[src/rtl/fetch_pkg.sv]
// fetch_pkg: shared fetch state encoding, fetch geometry and next-line PC helper.
package fetch_pkg;

    localparam logic [1:0] BOOT  = 2'd0;
    localparam logic [1:0] RUN   = 2'd1;
    localparam logic [1:0] FLUSH = 2'd2;

    localparam int INST_BYTES  = 4;
    localparam int FETCH_BYTES = 8;

    // Start of the following fetch line; wraps modulo 2^32.
    function automatic logic [31:0] next_line(input logic [31:0] pc);
        return (pc & ~32'(FETCH_BYTES - 1)) + 32'(FETCH_BYTES);
    endfunction

endpackage

[src/rtl/fetch_if.sv]
// fetch_if: redirect, icache request/response and fetch-queue signals of the fetch controller.
interface fetch_if #(parameter int QDEPTH = 8);

    logic                     stall;
    logic                     exc_valid;
    logic [31:0]              exc_addr;
    logic                     br_valid;
    logic [31:0]              br_addr;
    logic                     ireq_valid;
    logic [31:0]              ireq_addr;
    logic                     ireq_ready;
    logic                     iresp_valid;
    logic [63:0]              iresp_data;
    logic [$clog2(QDEPTH):0]  fq_free;
    logic                     fq_push;
    logic [31:0]              fq_pc;
    logic [63:0]              fq_inst;
    logic [1:0]               fq_num;
    logic [31:0]              pc;

    modport master (
        input  stall, exc_valid, exc_addr, br_valid, br_addr, ireq_ready,
               iresp_valid, iresp_data, fq_free,
        output ireq_valid, ireq_addr, fq_push, fq_pc, fq_inst, fq_num, pc
    );

    modport slave (
        output stall, exc_valid, exc_addr, br_valid, br_addr, ireq_ready,
               iresp_valid, iresp_data, fq_free,
        input  ireq_valid, ireq_addr, fq_push, fq_pc, fq_inst, fq_num, pc
    );

endinterface

[src/rtl/fetch_tag_fifo.sv]
// fetch_tag_fifo: small circular FIFO holding the PC of each in-flight fetch request.
module fetch_tag_fifo #(
    parameter int DEPTH = 2,
    parameter int CW    = $clog2(DEPTH + 1)
) (
    input  logic          clk,
    input  logic          reset,
    input  logic          push_i,
    input  logic          pop_i,
    input  logic [31:0]   data_i,
    output logic [31:0]   data_o,
    output logic [CW-1:0] count_o
);

    localparam int PW = DEPTH > 1 ? $clog2(DEPTH) : 1;

    logic [31:0]   mem_q [DEPTH];
    logic [PW-1:0] wr_q, rd_q;
    logic [CW-1:0] cnt_q;

    function automatic logic [PW-1:0] inc(input logic [PW-1:0] p);
        return (p == PW'(DEPTH - 1)) ? '0 : p + PW'(1);
    endfunction

    always_ff @(posedge clk) begin
        if (reset) begin
            wr_q  <= '0;
            rd_q  <= '0;
            cnt_q <= '0;
        end else begin
            if (push_i) wr_q <= inc(wr_q);
            if (pop_i) rd_q <= inc(rd_q);
            cnt_q <= cnt_q + CW'(push_i) - CW'(pop_i);
        end
    end

    always_ff @(posedge clk) begin
        if (push_i) mem_q[wr_q] <= data_i;
    end

    assign data_o  = mem_q[rd_q];
    assign count_o = cnt_q;

endmodule

[src/rtl/fetch_ctrl.sv]
// fetch_ctrl: owns the fetch PC, issues aligned 8-byte icache requests and
// forwards in-order responses to the fetch queue, dropping those made stale by a redirect.
module fetch_ctrl
    import fetch_pkg::*;
#(
    parameter logic [31:0] RESET_PC = 32'hBFC0_0000,
    parameter int          MAX_OUT  = 2,
    parameter int          QDEPTH   = 8
) (
    input logic     clk,
    input logic     reset,
    fetch_if.master bus
);

    localparam int CW = $clog2(MAX_OUT + 1);

    logic [1:0]    state_q, state_d;
    logic [31:0]   pc_q, pc_d, tag, target;
    logic [CW-1:0] inflight, inflight_nx, live, drop_q, drop_d;
    logic          redirect, accept, resp, odd, push_d;
    logic          fq_push_q;
    logic [31:0]   fq_pc_q;
    logic [63:0]   fq_inst_q;
    logic [1:0]    fq_num_q;

    fetch_tag_fifo #(.DEPTH(MAX_OUT), .CW(CW)) u_tags (
        .clk     (clk),
        .reset   (reset),
        .push_i  (accept),
        .pop_i   (resp),
        .data_i  (pc_q),
        .data_o  (tag),
        .count_o (inflight)
    );

    assign redirect    = bus.exc_valid | bus.br_valid;
    assign target      = bus.exc_valid ? bus.exc_addr : bus.br_addr;
    assign resp        = bus.iresp_valid & (inflight != '0);
    assign accept      = bus.ireq_valid & bus.ireq_ready;
    assign inflight_nx = inflight + CW'(accept) - CW'(resp);
    assign live        = inflight - drop_q;
    assign odd         = tag[$clog2(INST_BYTES)];

    // Only live requests reserve queue space; stale ones will never be pushed.
    assign bus.ireq_valid = (state_q != BOOT) & !bus.stall & !redirect
                          & (int'(inflight) < MAX_OUT)
                          & (int'(bus.fq_free) >= 2 * (int'(live) + 1));
    assign bus.ireq_addr  = {pc_q[31:3], 3'b000};
    assign bus.pc         = pc_q;
    assign bus.fq_push    = fq_push_q;
    assign bus.fq_pc      = fq_pc_q;
    assign bus.fq_inst    = fq_inst_q;
    assign bus.fq_num     = fq_num_q;

    always_comb begin
        pc_d    = redirect ? target : accept ? next_line(pc_q) : pc_q;
        drop_d  = redirect ? inflight_nx : (resp && drop_q != '0) ? drop_q - CW'(1) : drop_q;
        push_d  = resp & (drop_q == '0) & !redirect;
        state_d = (state_q == BOOT) ? RUN
                : (redirect && (state_q == FLUSH || inflight_nx != '0)) ? FLUSH
                : (state_q == FLUSH && drop_d == '0) ? RUN
                : state_q;
    end

    always_ff @(posedge clk) begin
        if (reset) begin
            state_q   <= BOOT;
            pc_q      <= RESET_PC;
            drop_q    <= '0;
            fq_push_q <= 1'b0;
            fq_pc_q   <= '0;
            fq_inst_q <= '0;
            fq_num_q  <= '0;
        end else begin
            state_q   <= state_d;
            pc_q      <= pc_d;
            drop_q    <= drop_d;
            fq_push_q <= push_d;
            if (push_d) begin
                fq_pc_q   <= tag;
                fq_inst_q <= {bus.iresp_data[63:32], odd ? bus.iresp_data[63:32] : bus.iresp_data[31:0]};
                fq_num_q  <= odd ? 2'd1 : 2'd2;
            end
        end
    end

    assert property (@(posedge clk) disable iff (reset) !(bus.iresp_valid && inflight == '0));

endmodule

[src/flat_wrapper.sv]
// flat-port wrapper written by rule: the top's interface ports become plain ports
module fetch_ctrl_flat import fetch_pkg::*;
#(
    parameter logic [31:0] RESET_PC = 32'hBFC0_0000,
    parameter int          MAX_OUT  = 2,
    parameter int          QDEPTH   = 8
)
  (clk, reset, bus_stall, bus_exc_valid, bus_exc_addr, bus_br_valid, bus_br_addr, bus_ireq_ready, bus_iresp_valid, bus_iresp_data, bus_fq_free, bus_ireq_valid, bus_ireq_addr, bus_fq_push, bus_fq_pc, bus_fq_inst, bus_fq_num, bus_pc);
  fetch_if #(.QDEPTH(QDEPTH)) bus_i ();
  input logic clk;
  input logic reset;
  input wire logic [$bits(bus_i.stall)-1:0] bus_stall;
  input wire logic [$bits(bus_i.exc_valid)-1:0] bus_exc_valid;
  input wire logic [$bits(bus_i.exc_addr)-1:0] bus_exc_addr;
  input wire logic [$bits(bus_i.br_valid)-1:0] bus_br_valid;
  input wire logic [$bits(bus_i.br_addr)-1:0] bus_br_addr;
  input wire logic [$bits(bus_i.ireq_ready)-1:0] bus_ireq_ready;
  input wire logic [$bits(bus_i.iresp_valid)-1:0] bus_iresp_valid;
  input wire logic [$bits(bus_i.iresp_data)-1:0] bus_iresp_data;
  input wire logic [$bits(bus_i.fq_free)-1:0] bus_fq_free;
  output wire logic [$bits(bus_i.ireq_valid)-1:0] bus_ireq_valid;
  output wire logic [$bits(bus_i.ireq_addr)-1:0] bus_ireq_addr;
  output wire logic [$bits(bus_i.fq_push)-1:0] bus_fq_push;
  output wire logic [$bits(bus_i.fq_pc)-1:0] bus_fq_pc;
  output wire logic [$bits(bus_i.fq_inst)-1:0] bus_fq_inst;
  output wire logic [$bits(bus_i.fq_num)-1:0] bus_fq_num;
  output wire logic [$bits(bus_i.pc)-1:0] bus_pc;
  assign bus_i.stall = bus_stall;
  assign bus_i.exc_valid = bus_exc_valid;
  assign bus_i.exc_addr = bus_exc_addr;
  assign bus_i.br_valid = bus_br_valid;
  assign bus_i.br_addr = bus_br_addr;
  assign bus_i.ireq_ready = bus_ireq_ready;
  assign bus_i.iresp_valid = bus_iresp_valid;
  assign bus_i.iresp_data = bus_iresp_data;
  assign bus_i.fq_free = bus_fq_free;
  assign bus_ireq_valid = bus_i.ireq_valid;
  assign bus_ireq_addr = bus_i.ireq_addr;
  assign bus_fq_push = bus_i.fq_push;
  assign bus_fq_pc = bus_i.fq_pc;
  assign bus_fq_inst = bus_i.fq_inst;
  assign bus_fq_num = bus_i.fq_num;
  assign bus_pc = bus_i.pc;
  fetch_ctrl #(.RESET_PC(RESET_PC), .MAX_OUT(MAX_OUT), .QDEPTH(QDEPTH)) u_core (.clk(clk), .reset(reset), .bus(bus_i));
endmodule
[config.mk]
export PLATFORM = sky130hd
export DESIGN_NAME = fetch_ctrl_flat
export DESIGN_NICKNAME = d
export VERILOG_FILES = /design/src/rtl/fetch_pkg.sv /design/src/rtl/fetch_if.sv /design/src/rtl/fetch_tag_fifo.sv /design/src/rtl/fetch_ctrl.sv /design/src/flat_wrapper.sv
export SDC_FILE = /design/constraint.sdc
export NUM_CORES = 1
export LEC_CHECK = 0
export CORE_AREA = 2 2 200 153
export DETAILED_ROUTE_END_ITERATION = 16
export DIE_AREA = 0 0 202 155
export HOLD_SLACK_MARGIN = 0.12
export PLACE_DENSITY_LB_ADDON = 0.12
export SETUP_SLACK_MARGIN = 0.5
export SLEW_MARGIN = 20
export SYNTH_ARGS = -nofsm -noshare
export SYNTH_HDL_FRONTEND = slang
export SYNTH_SLANG_ARGS = --single-unit
[constraint.sdc]
create_clock -name clk -period 7.74 [get_ports clk]
set_input_delay 1.548 -clock clk [delete_from_list [all_inputs] [get_ports clk]]
set_output_delay 1.548 -clock clk [all_outputs]
set_load 0.05 [all_outputs]
==> key figures <==
Pwr
  – Switching Share: 0.329
  – Clock power share: 0.335
  – Leakage: 0.00428 uW
  – Psw: 1060 uW
  – PwrDens: 257 nW/um2
  – Internal Power: 2170 uW
  – Worst vdd ir: 0.000127 V
  – Part of the power in registers: 0.389
  – Logic pwr share: 0.276

Synth
  – Synthesized area per cell: 10.2 um2
  – Xor/xnor share of the synthesized area: 0.0262
  – Complex-gate fraction of the synthesized area: 0.155
  – Adder-cell share of the synthesized area: 0.0129
  – Commonest cells post-synth: dfxtp_1, nand2_1, nor2_1, a211oi_1
  – Post-synthesis instance total: 851
  – Yosys top cell area share: 0.320
  – Number of synthesized flops with an enable pin: 64
  – Main area contributors after synthesis: dfxtp_1, edfxtp_1, mux2i_1, a211oi_1, nand2_1
  – Post-synthesis cell area: 8700 um2
  – #FFs+latches synth: 203
  – Synth async-reset ratio: 0
  – Cell accounting for the most synthesized area: dfxtp_1
  – Count leader, synth: dfxtp_1
  – Most used DFF post-synth: dfxtp_1
  – Register area share after synthesis: 0.541
  – Post-synthesis mux area share: 0.0765
  – Yosys warnings: 0
  – Largest family of logic cells by synthesized area: compound AO/OA/AOI/OAI gates
  – Post-Synth Simple-Gate Area: 0.124
  – Netlist cell types: 54

Route
  – Final WL: 28500 um
  – DRT Pass-1 Iters: 4
  – Number of vias per cell: 4.70
  – Post-route antenna net violation count: 0
  – Via count: 7127
  – DRT iter0 DRCs: 393
  – Drc violations: 0
  – Wire length per cell: 18.8 um

Die
  – Core region area: 29500 um2
  – Die Footprint: 31300 um2
  – I/O Pins: 303
  – Starting Density: 0.295
  – Rows: 55
  – Die width: 202 um
  – DIE HEIGHT: 155 um

Clock tree
  – # clock sinks: 203
  – Setup bufs post-CTS: 0
  – Num CTS Buffers: 23
  – Clock Path Buffers: 3
  – Worst skew pair latency: 510 ps
  – Clock transition at path regs: 60 ps
  – Root Driver: clkbuf_16
  – H-Tree Depth: 1
  – CTS tree: done
  – Post-CTS Hold Buffers: 0
  – Cts repair resizes: 0

Finish
  – Area of the multi-input gates: 3460 um2
  – Layout net count: 1246
  – Share of cells above drive strength 1: 0.0601
  – Filler Cell Count: 2880
  – Design area: 12600 um2
  – Area growth syn-to-layout: 44.7%
  – FF+latch area: 4710 um2

Setup path
  – R2r startpoint: u_core.u_tags.count_o[0]
  – Worst-case reg-to-reg path depth: 19
  – Register-to-Register Setup Slack: 3680 ps
  – Max FO, Critical Path: 21
  – Worst setup EP type: output port
  – FF-to-FF End: u_core.state_q[1]
  – Worst Path Required: 6190 ps
  – Critical path type: input port to output port
  – Arrival @ worst endpoint: 3700 ps
  – Worst setup SP type: input port

Timing
  – Final setup fails: 0
  – Final hold violations: 0
  – Worst slew pin tran: 972 ps
  – Slew HR: 0.352
  – RSZ-0062 raised after global routing: no
  – Final Max Slew Viols: 0
  – Final worst setup slack: 2500 ps
  – Setup TNS: 0 ps
  – Final critical-path share of the clock period: 0.677
  – Final Skew: 20.0 ps
  – Peak Freq: 0.191 GHz
  – Post-layout min period: 5240 ps

Global route
  – Initial antenna violation count: 2
  – GRT Total Usage: 0.176
  – Vias in the first global route: 6777
  – Largest net degree at the start of global routing: 102
  – Gr ovfl total: 0
  – First-pass GRT wire length: 42500 um

Hold path
  – Worst Hold Class: flip-flop to flip-flop
  – WHS Path Cells: 2
  – Worst hold endpoint: u_core.bus.fq_inst[52]
  – Hold Crit Start: u_core.bus.fq_inst[52]

Placement
  – Place WS: 2500 ps
  – Dpl cell area: 11800 um2
  – Post-DP HPWL: 19800 um
  – RD Place Congestion: 0.801
  – PortBufs: 299

Outcome
  – Status: finished, final reports clean

Flow run
  – Max Cap Viol: 0
metrics by stage:
stage | hold slack (ps) | power [uW] | std cells | util
floorplan | 481 | 1870 | 853 | -
global placement | 442 | 2170 | 1470 | 0.399
CTS | 455 | 3270 | 1512 | 0.425
finish | 453 | 3230 | 1516 | 0.426
detailed placement | 446 | 2180 | 1470 | 0.399
global route | 474 | 3390 | 1516 | 0.426
worst max path at each step:
stage                         from        endpoint  depth (start not counted)
CTS                   bus_br_valid  bus_ireq_valid                          6
detailed placement    bus_br_valid  bus_ireq_valid                          6
global placement    bus_fq_free[1]  bus_ireq_valid                          7
finish                bus_br_valid  bus_ireq_valid                          6
global route        bus_fq_free[1]  bus_ireq_valid                          7
floorplan            bus_exc_valid  bus_ireq_valid                          6
per-layer routing:
metal / vias up / track usage / part of all wire
met3: 29 / 0.0293 / 0.045
met4: 0 / 0.0420 / 0.011
met1: 3386 / 0.251 / 0.48
met5: - / 0 / 0
met2: 182 / 0.277 / 0.46
li1: 3530 / - / -
power by group through the flow:
stage                     logic, uW  clock network (uW)  registers, uW
final                           892                1080           1260
after global routing            951                1170           1270
after CTS                       900                1120           1260
after detailed placement        897                   0           1280
after global placement          896                   0           1280
after floorplan                 402                   0           1460
worst max-delay path, stage by stage:
cell	delay, ps
clkdlybuf4s50_1	400
buf_4	230
nor2_8	350
o211ai_1	150
a21oi_1	170
clkdlybuf4s50_1	830
flip-flops by register name, indices dropped and copies added, names as in the netlist, named ones only:
| register | cells |
|---|---|
| u_core.bus.fq_push | 1 |
| u_core.bus.fq_inst | 64 |
| u_core.u_tags.wr_q | 1 |
| u_core.bus.fq_num | 2 |
| u_core.bus.pc | 32 |
| u_core.u_tags.count_o | 2 |
| u_core.u_tags.mem_q | 64 |
| u_core.bus.fq_pc | 31 |
| u_core.drop_q | 2 |
| u_core.state_q | 2 |
| u_core.u_tags.rd_q | 1 |
cells in the final DEF (no fill, tap or decap), types with 4 or more instances in the layout:
cell and n:
clkdlybuf4s50_1 297, dfxtp_1 138, nand2_1 97, nor2_1 92, a211oi_1 72, mux2i_1 64
edfxtp_1 64, a21oi_1 52, clkbuf_16 25, inv_1 16, xor2_1 16, o21ai_0 15
nand3_1 14, nor3_1 11, xnor2_1 10, a221oi_1 10, buf_4 10, ha_1 9
and4_1 7, nand4_1 6, and3_1 6, o22ai_1 6, clkinv_2 5, nor2b_1 4
a22oi_1 4, clkinv_1 4
final cells by class:
class / count / share of cell area
antenna: 2 / 0.000397
inverter: 17 / 0.00507
clock inverter: 12 / 0.00696
tap: 399 / 0.0397
clock buffer: 30 / 0.0528
multi-input combinational: 543 / 0.275
timing repair buffer: 310 / 0.246
sequential: 203 / 0.374
cells by family (layout without fill, tap and decap cells):
logic type | Yosys count | in the layout
adder cells (fa/ha/maj) | 9 | 9
XOR/XNOR | 26 | 26
multiplexers | 66 | 66
buffers and inverters | 107 | 369
flip-flops | 203 | 203
AO/OA/AOI/OAI | 191 | 191
other | 1 | 5
AND/OR/NAND/NOR | 248 | 248
No activity file was read; power rests on OpenSTA's default activity.
